`src/rtl/load_store_queue.sv`:
```
// load_store_queue
//   In-order load/store queue between the decoder, the ROB and a single
//   data-cache port. Entries capture missing operands from the RS result bus
//   and from this queue's own result bus. The head entry issues one access
//   at a time. Stores issue only once they reach the ROB head. Load data is
//   sign- or zero-extended, and each completion is broadcast as a one-cycle pulse.
//   A flush discards every entry except a store that is already in flight. An
//   in-flight load that is flushed still waits for its mem_done, but produces no result.
// Ports
//   clk, rst (sync, active high), rdy (global enable), flush
//   iss_*        enqueue request and operands from the decoder; full = backpressure
//   rob_empty, rob_head_id   store commit gating
//   rs_valid/rs_rob_id/rs_value   RS result bus (snooped)
//   mem_*        data-cache request/response handshake
//   lsq_valid/lsq_rob_id/lsq_value   result broadcast (also snooped internally)
module load_store_queue #(
    parameter int DEPTH_BITS = 3,
    parameter int ROB_BITS   = 5
) (
    input  logic                clk,
    input  logic                rst,
    input  logic                rdy,
    input  logic                flush,
    input  logic                iss_valid,
    input  logic [3:0]          iss_type,
    input  logic [11:0]         iss_imm,
    input  logic [ROB_BITS-1:0] iss_rob_id,
    input  logic [31:0]         iss_rs1_val,
    input  logic                iss_rs1_dep_v,
    input  logic [ROB_BITS-1:0] iss_rs1_dep,
    input  logic [31:0]         iss_rs2_val,
    input  logic                iss_rs2_dep_v,
    input  logic [ROB_BITS-1:0] iss_rs2_dep,
    output logic                full,
    input  logic                rob_empty,
    input  logic [ROB_BITS-1:0] rob_head_id,
    input  logic                rs_valid,
    input  logic [ROB_BITS-1:0] rs_rob_id,
    input  logic [31:0]         rs_value,
    output logic                mem_req,
    output logic                mem_we,
    output logic [1:0]          mem_size,
    output logic [31:0]         mem_addr,
    output logic [31:0]         mem_wdata,
    input  logic                mem_done,
    input  logic [31:0]         mem_rdata,
    output logic                lsq_valid,
    output logic [ROB_BITS-1:0] lsq_rob_id,
    output logic [31:0]         lsq_value
);
    localparam int DEPTH = 1 << DEPTH_BITS;

    typedef enum logic {S_IDLE, S_WAIT} state_t;
    state_t state, state_n;

    logic [DEPTH-1:0]    e_valid, e_store, e_uns, e_rs1_dv, e_rs2_dv;
    logic [1:0]          e_size    [DEPTH];
    logic [11:0]         e_imm     [DEPTH];
    logic [ROB_BITS-1:0] e_rob     [DEPTH];
    logic [ROB_BITS-1:0] e_rs1_dep [DEPTH];
    logic [ROB_BITS-1:0] e_rs2_dep [DEPTH];
    logic [31:0]         e_rs1     [DEPTH];
    logic [31:0]         e_rs2     [DEPTH];

    logic [DEPTH_BITS-1:0] head, tail, head_n, tail_n;
    logic [DEPTH_BITS:0]   count, count_n;
    logic                  dropped;   // in-flight load was flushed; swallow its completion
    logic                  cur_uns;
    logic [ROB_BITS-1:0]   cur_rob;
    logic                  head_ready, issue, complete, enq, deq, keep, kill;
    logic [31:0]           ext_val;

    // Returns {dep_pending, value} after checking both result buses. The RS bus has priority.
    function automatic logic [32:0] snoop(input logic dv, input logic [ROB_BITS-1:0] dep,
                                          input logic [31:0] val);
        if (dv && rs_valid && rs_rob_id == dep)
            return {1'b0, rs_value};
        else if (dv && lsq_valid && lsq_rob_id == dep)
            return {1'b0, lsq_value};
        else
            return {dv, val};
    endfunction

    assign head_ready = e_valid[head] && !e_rs1_dv[head] && !e_rs2_dv[head] &&
                        (!e_store[head] || (!rob_empty && e_rob[head] == rob_head_id));

    always_comb begin
        state_n  = state;
        issue    = 1'b0;
        complete = 1'b0;
        case (state)
            S_IDLE: if (head_ready && !flush) begin
                issue   = 1'b1;
                state_n = S_WAIT;
            end
            S_WAIT: if (mem_done) begin
                complete = 1'b1;
                state_n  = S_IDLE;
            end
            default: state_n = S_IDLE;
        endcase
    end

    always_ff @(posedge clk) begin
        if (rst)      state <= S_IDLE;
        else if (rdy) state <= state_n;
    end

    // A flushed store that is still in flight stays at the head as the only entry.
    assign enq  = iss_valid && !full && !flush;
    assign deq  = complete && !dropped;
    assign keep = flush && state == S_WAIT && !dropped && e_store[head] && !mem_done;
    assign kill = dropped || (flush && !e_store[head]);

    always_comb begin
        head_n = head + DEPTH_BITS'(deq);
        if (flush) begin
            tail_n  = keep ? head + DEPTH_BITS'(1) : head_n;
            count_n = keep ? (DEPTH_BITS+1)'(1) : '0;
        end else begin
            tail_n  = tail + DEPTH_BITS'(enq);
            count_n = count + (DEPTH_BITS+1)'(enq) - (DEPTH_BITS+1)'(deq);
        end
    end

    always_comb begin
        case (mem_size)
            2'd0:    ext_val = cur_uns ? {24'd0, mem_rdata[7:0]}  : {{24{mem_rdata[7]}}, mem_rdata[7:0]};
            2'd1:    ext_val = cur_uns ? {16'd0, mem_rdata[15:0]} : {{16{mem_rdata[15]}}, mem_rdata[15:0]};
            default: ext_val = mem_rdata;
        endcase
    end

    // Entry storage: operand snooping, enqueue and dequeue.
    always_ff @(posedge clk) begin
        if (rst) begin
            e_valid <= '0;
        end else if (rdy) begin
            for (int i = 0; i < DEPTH; i++) begin
                if (e_valid[i]) begin
                    {e_rs1_dv[i], e_rs1[i]} <= snoop(e_rs1_dv[i], e_rs1_dep[i], e_rs1[i]);
                    {e_rs2_dv[i], e_rs2[i]} <= snoop(e_rs2_dv[i], e_rs2_dep[i], e_rs2[i]);
                end
            end
            if (flush) begin
                for (int i = 0; i < DEPTH; i++)
                    e_valid[i] <= keep && (DEPTH_BITS'(i) == head);
            end else begin
                if (deq) e_valid[head] <= 1'b0;
                if (enq) begin
                    e_valid[tail]   <= 1'b1;
                    e_store[tail]   <= iss_type[0];
                    e_size[tail]    <= iss_type[2:1];
                    e_uns[tail]     <= iss_type[3];
                    e_imm[tail]     <= iss_imm;
                    e_rob[tail]     <= iss_rob_id;
                    e_rs1_dep[tail] <= iss_rs1_dep;
                    e_rs2_dep[tail] <= iss_rs2_dep;
                    {e_rs1_dv[tail], e_rs1[tail]} <= snoop(iss_rs1_dep_v, iss_rs1_dep, iss_rs1_val);
                    {e_rs2_dv[tail], e_rs2[tail]} <= snoop(iss_rs2_dep_v, iss_rs2_dep, iss_rs2_val);
                end
            end
        end
    end

    // Pointers, memory port and result broadcast.
    always_ff @(posedge clk) begin
        if (rst) begin
            head       <= '0;
            tail       <= '0;
            count      <= '0;
            full       <= 1'b0;
            dropped    <= 1'b0;
            cur_uns    <= 1'b0;
            cur_rob    <= '0;
            mem_req    <= 1'b0;
            mem_we     <= 1'b0;
            mem_size   <= '0;
            mem_addr   <= '0;
            mem_wdata  <= '0;
            lsq_valid  <= 1'b0;
            lsq_rob_id <= '0;
            lsq_value  <= '0;
        end else if (rdy) begin
            head      <= head_n;
            tail      <= tail_n;
            count     <= count_n;
            full      <= count_n >= (DEPTH_BITS+1)'(DEPTH - 1);
            lsq_valid <= 1'b0;
            if (complete)
                dropped <= 1'b0;
            else if (flush && state == S_WAIT && !e_store[head])
                dropped <= 1'b1;
            if (issue) begin
                mem_req   <= 1'b1;
                mem_we    <= e_store[head];
                mem_size  <= e_size[head];
                mem_addr  <= e_rs1[head] + {{20{e_imm[head][11]}}, e_imm[head]};
                mem_wdata <= e_rs2[head];
                cur_uns   <= e_uns[head];
                cur_rob   <= e_rob[head];
            end
            if (complete) begin
                mem_req <= 1'b0;
                if (!kill) begin
                    lsq_valid  <= 1'b1;
                    lsq_rob_id <= cur_rob;
                    lsq_value  <= mem_we ? 32'd0 : ext_val;
                end
            end
        end
    end
endmodule
```
`config.mk`:
```
export PLATFORM = sky130hd
export DESIGN_NAME = load_store_queue
export DESIGN_NICKNAME = d
export VERILOG_FILES = /design/src/rtl/load_store_queue.sv
export SDC_FILE = /design/constraint.sdc
export NUM_CORES = 2
export LEC_CHECK = 0
export BUFFER_PORTS_ARGS = -buffer_cell sky130_fd_sc_hd__buf_2
export CORE_AREA = 2 2 410 412
export CTS_CLUSTER_SIZE = 16
export DETAILED_ROUTE_END_ITERATION = 7
export DIE_AREA = 0 0 412 414
export GPL_TIMING_DRIVEN = 1
export HOLD_SLACK_MARGIN = 0.15
export PLACE_DENSITY_LB_ADDON = 0.1
export SLEW_MARGIN = 15
export SYNTH_ARGS = -nofsm -noshare
export SYNTH_HDL_FRONTEND = slang
export SYNTH_SLANG_ARGS = --single-unit
```
`constraint.sdc`:
```
create_clock -name clk -period 14.8 [get_ports clk]
set_clock_uncertainty 0.15 [all_clocks]
set_input_delay 2.22 -clock clk [delete_from_list [all_inputs] [get_ports clk]]
set_output_delay 2.22 -clock clk [all_outputs]
set_load 0.05 [all_outputs]
```
---- Word-level counts from Yosys, hierarchy flattened ----
Memory sizes are Yosys's and may differ from the RTL's. A register that Yosys moved wholly into a read port is not among the register bits.
Cells that the tools add are included.
word-level totals
  register bits ........................... 675
  memory bits (writable) .................. 232
  bits of input ports ..................... 179
  output and inout port bits .............. 107
  memories ................................ 5
memories
  memory     words  bits a word  rd ports  clocked after memory_dff  wr ports  line  source
  e_imm      8      12           1         1                         1         58    logic [11:0] e_imm [DEPTH];
  e_rob      8      5            1         1                         1         59    logic [ROB_BITS-1:0] e_rob [DEPTH];
  e_rs1_dep  8      5            8         0                         1         60    logic [ROB_BITS-1:0] e_rs1_dep [DEPTH];
  e_rs2_dep  8      5            8         0                         1         61    logic [ROB_BITS-1:0] e_rs2_dep [DEPTH];
  e_size     8      2            1         1                         1         57    logic [1:0] e_size [DEPTH];
cells by class
  add/sub/neg operators ................... 6
  order comparisons ....................... 8
  equality and inequality tests ........... 45
  multiplexer cells ....................... 211
  bitwise logic cells ..................... 9
  reductions and logical operators ........ 117
operators with widths
  operator              number
  $mux W32              56
  $mux W33              44
  $mux W256             4
  $bwmux W256           2
  $bmux W32 S3          2
  $eq A5 B5 Y1          37
  $logic_and A1 B1 Y1   97
  $demux W32 S3         1
  $mux W8               10
  $mux W1               72
  $pmux W32 S2          1
  $add A32 B32 Y32      1
  $bwmux W8             4
  $mux W3               6
  $bmux W1 S3           5
  $eq A3 B3 Y1 const A  4
  $and A8 B8 Y8         1
  $ge A4 B4 Y1 const B  2
  $logic_not A1 Y1      8
  $lt A3 B4 Y1 const B  2
  $not A3 Y4            2
  $not A8 Y8            1
  $or A8 B8 Y8          1
  $reduce_and A2 Y1     4
  other kinds (20)      29

---- Longest topological paths before layout ----
  word-level depth ........................ 13
  depth in mapped cells ................... 19
  gate-level depth less buffers ........... 14

---- Worst setup path after synthesis ----
No wires, ideal clock.
  path type ............................... input to register
  from .................................... in rst
  to ...................................... reg e_rs1[0] in the netlist's numbering, enable pin
  setup time .............................. 0.871 ns
  data arrival time ....................... 13.003 ns
  path slack .............................. 0.776 ns
  cell stages on the path ................. 5
  buffers on the path ..................... 2
  cell sequence ........................... clkbuf_1 inv_1 nand2_1 clkbuf_1 inv_1
between the ends
  longest elaborated chain between the ends .. 2
ends and longest elaborated chain
  element                        line  source
  start, declared                21    input logic rst,
  $not A1 Y1 (no line)           -
  $reduce_and A2 Y1 (no line)    -
  end signal, assigned by index  141   {e_rs1_dv[i], e_rs1[i]} <= snoop(e_rs1_dv[i], e_rs1_dep[i], e_rs1[i]);
  end signal, assigned by index  159   {e_rs1_dv[tail], e_rs1[tail]} <= snoop(iss_rs1_dep_v, iss_rs1_dep, iss_rs1_val);
  end, declared                  62    logic [31:0] e_rs1 [DEPTH];
Every way passes these cells.
A chain may end at the register's enable or synchronous reset.

---- Worst setup path in the final report ----
  from .................................... in rdy
  to ...................................... reg mem_wdata[11]
between the ends
  longest elaborated chain between the ends .. 1
ends and longest elaborated chain
  element                      line  source
  start, declared              22    input logic rdy,
  $reduce_and A2 Y1 (no line)  -
  end signal, assigned         199   mem_wdata <= e_rs2[head];
  end, declared                44    output logic [31:0] mem_wdata,
Every way passes these cells.

==> impl_metrics.py <==
metrics = {
    "route": {
        "via_count": 47900,
        "first_iter_violations": 6308,
        "route.detailed.drc": 0,
        "drt-vias-per-instance": 6.34,
        "routed_wl_um": 261000,
        "postRouteAntennaNets": 0,
        "detail_route.wl_per_cell_um": 34.6,
        "drt_first_pass_iters": 7,
    },
    "synthesis": {
        "synthSimpleGateAreaFrac_pct": 10.9,
        "synth-seq-cells": 912,
        "synth_xor_area_share_pct": 3.48,
        "async_reset_ff_share_pct": 0,
        "synth_warnings": 0,
        "netlist_area_um2": 52900,
        "muxShareOfSynthArea_pct": 3.44,
        "synth-adder-area-share_pct": 1.14,
        "synth_compound_area_share_pct": 27.2,
        "synth_edf_count": 776,
        "synthCells": 5306,
        "ys_seq_area_share_pct": 49.2,
        "syn_area_per_cell_um2": 9.97,
        "synth_top_family_by_area": "compound AO/OA/AOI/OAI gates",
        "synth_cell_types": 68,
        "synth_top_flop_cell": "edfxtp_1",
        "synthesis.nets": 5532,
    },
    "cts": {
        "htreeDepth": 3,
        "clkTransAtPathRegs_ns": 0.06,
        "cts_tree": "done",
        "clock_tree.root_cell": "clkbuf_16",
        "holdBufCountCts": 0,
        "cts_resized": 0,
        "clk_latency_ns": 0.77,
        "cts_max_path_buffers": 3,
        "cts_setup_buffers": 0,
        "cts_buffers": 114,
        "clock_sinks": 912,
    },
    "power_and_ir_drop": {
        "p_sw_share_pct": 25.4,
        "p_leak_nw": 20.8,
        "p_comb_share_pct": 6.8,
        "switching_power_mw": 1.57,
        "power.internal_mw": 4.60,
        "power.density_nw_per_um2": 102,
        "seqPwrFrac_pct": 47.0,
        "pwr-share-clk_pct": 46.2,
        "vdd_drop_max_mv": 0.0925,
    },
    "timing": {
        "rsz0062_at_grt": "false",
        "maxSlewViolCount": 0,
        "finalHoldViolations": 0,
        "setup_viol": 0,
        "finalSetupTns_ns": 0,
        "hold-worst-slack_ns": 0.306,
        "worst_pin_slew_ns": 1.22,
        "finalCritPeriodShare_pct": 39.3,
        "period_needed_ns": 5.82,
        "fmax_mhz": 172,
        "relSlewSlack_pct": 18.4,
    },
    "layout": {
        "nNetsFinal": 5470,
        "area_growth_syn_to_layout_pct": 14.1,
        "drive_gt1_share_pct": 14.3,
        "utilization_pct": 36.3,
        "mostFrequentLayoutCells": "846 x nor2_1, 776 x edfxtp_1, 524 x a22oi_1",
        "final_common_cell": "nor2_1",
    },
    "global_routing": {
        "grt_first_pass_wirelength_um": 365000,
        "grt_usage_pct": 29.6,
        "antenna_found_initial": 23,
        "grt_max_degree": 155,
        "grt_overflow_total": 0,
        "grt_pass1_vias": 45800,
    },
    "setup_path": {
        "cp_num_buf_inv": 4,
        "slowest_stage": "buf_4",
        "path_cells": "buf_2, inv_1, nor2_1, nor4bb_1, nand2_1, o41ai_4, buf_4, buf_4, nand4_1, o21ai_0, nor2_1",
        "reg2reg_slack_ns": 9.01,
        "cp-startpoint": "rdy",
        "cp-end-kind": "flip-flop",
        "r2r_cells": 16,
        "r2r_end": "mem_addr[31]$_SDFFE_PP0P_",
        "crit_type": "in -> reg",
        "critical-path-top-delay-family": "buffers and inverters",
        "cp_max_fo": 69,
        "r2r-start": "head[0]$_SDFFE_PP0P_",
        "arrival_ns": 6.30,
        "worstSetupStartpointType": "input pin",
        "cp.required_ns": 15.28,
        "cpPeakStageDelay_ns": 0.79,
    },
    "hold_path": {
        "hold_path.class": "reg -> reg",
        "whs_path_depth": 2,
        "min_from": "mem_addr[10]$_SDFFE_PP0P_",
        "whs_endpoint": "mem_addr[10]$_SDFFE_PP0P_",
    },
    "job": {
        "maxCapViolations": 0,
    },
    "floorplanning": {
        "die_h_um": 414,
        "coreArea_um2": 166000,
        "rows": 150,
        "dieArea_um2": 171000,
        "ios": 286,
        "die_w_um": 412,
        "start_util_pct": 31.8,
    },
    "place": {
        "hpwl_um": 145000,
        "place.gp.congestion": 0.806,
        "io_buffers": 285,
    },
    "status": {
        "status": "complete, no violations",
    },
}
## power by group through the flow
stage	combinational (mW)	clock [mW]	sequential, mW
after floorplan	0.249	0	2.97
after global placement	0.407	0	2.95
after detailed placement	0.410	0	2.95
after CTS	0.411	2.89	2.90
after global routing	0.446	2.98	2.91
final	0.417	2.85	2.90
## per-layer routing
metal,wire (um),global-route usage [%],vias to the layer above
met5,106,0,-
met4,10700,11.2,16
met3,25200,5.30,594
met2,118000,46.7,2878
met1,107000,40.2,23900
li1,-,-,20400
## stage by stage
step | power, mW | cell area, um2 | setup slack, ns | cells
after CTS | 6.20 | 60400 | 9.11 | 7550
after global placement | 3.36 | 56600 | 8.41 | 7332
after global routing | 6.33 | 60400 | 8.57 | 7553
after detailed placement | 3.36 | 56600 | 8.28 | 7332
after floorplan | 3.22 | 52900 | 0.776 | 5306
final | 6.17 | 60400 | 8.98 | 7555
## synthesized netlist by cell type, types with 3 or more instances
cell,instances,area share [%]
nor2_1,874,6.2
edfxtp_1,776,44
clkbuf_1,565,4.0
a22oi_1,524,7.4
a22o_1,516,8.5
a21oi_1,472,4.5
a221oi_1,199,3.3
xnor2_1,167,2.8
o21ai_0,157,1.5
nand2_1,153,1.1
dfxtp_1,136,5.1
nand4_1,106,1.3
mux2i_1,85,1.6
nand3_1,66,0.62
ha_1,45,1.1
xor2_1,43,0.71
buf_1,42,0.30
o22ai_1,40,0.47
mux4_2,36,1.5
nor3_1,32,0.30
nor2b_1,30,0.35
a211oi_1,28,0.40
inv_1,20,0.14
buf_2,18,0.17
nor3b_1,18,0.26
a21o_1,17,0.24
nand2b_1,15,0.18
mux2_2,14,0.30
o21ai_1,14,0.13
nor4_1,12,0.14
and3_1,10,0.12
a31oi_1,8,0.095
and2_1,7,0.083
or3_1,6,0.071
o211ai_1,4,0.057
o21bai_1,4,0.057
o311ai_0,4,0.066
a221o_1,3,0.057
nand3b_1,3,0.043
o2111ai_1,3,0.050
## cell type report
cell class / count / area [um2]
diodes: 5 / 12.5
clock buffers: 163 / 3240
flip-flops and latches: 912 / 26100
clock inverters: 55 / 507
well taps: 2204 / 2760
fillers: 16700 / 106000
multi-input cells: 3747 / 25000
inverters: 22 / 91.3
repair buffers: 447 / 2700
## cell families (layout without fill, tap and decap cells)
kind of cell | Yosys count | after routing
XOR/XNOR | 210 | 210
multiplexers | 135 | 135
buffers and inverters | 647 | 687
adder cells (fa/ha/maj) | 47 | 47
flip-flops | 912 | 912
AO/OA/AOI/OAI | 2012 | 2012
other | 0 | 5
AND/OR/NAND/NOR | 1343 | 1343
## worst max path at each step
| stage | to | slack (ns) | cells past startpoint |
|---|---|---|---|
| after CTS | mem_addr[31]$_SDFFE_PP0P_ | 9.11 | 16 |
| after global placement | mem_wdata[17]$_SDFFE_PP0P_ | 8.41 | 11 |
| after detailed placement | mem_size[0]$_SDFFE_PP0P_ | 8.28 | 11 |
| after floorplan | e_rs1[0]$_DFFE_PP_ | 0.78 | 5 |
| final | mem_wdata[11]$_SDFFE_PP0P_ | 8.98 | 11 |
| after global routing | mem_wdata[2]$_SDFFE_PP0P_ | 8.57 | 11 |
## worst reg2reg max path, stage by stage (launching register included)
cell	delay, ns
dfxtp_1	0.31
buf_4	0.30
inv_1	0.24
nor3_2	0.18
buf_4	0.65
buf_4	0.77
a22oi_1	0.23
nand4_1	0.43
ha_1	0.31
o21ai_0	0.13
nor3b_1	0.46
nor4_1	0.12
o21ai_0	0.49
a31oi_1	0.25
o21ai_0	0.31
mux2i_1	0.22
a31oi_1	0.09
## state kept, by name, indices dropped and copies added (netlist names), 16 cells and up, named ones only
signal     count
e_rs1_dep     40
lsq_value     32
mem_addr      32
e_rob         40
e_size        16
e_rs2        256
e_imm         96
e_rs1        256
mem_wdata     32
e_rs2_dep     40
Note: power is estimated with default switching activity, not from simulation.
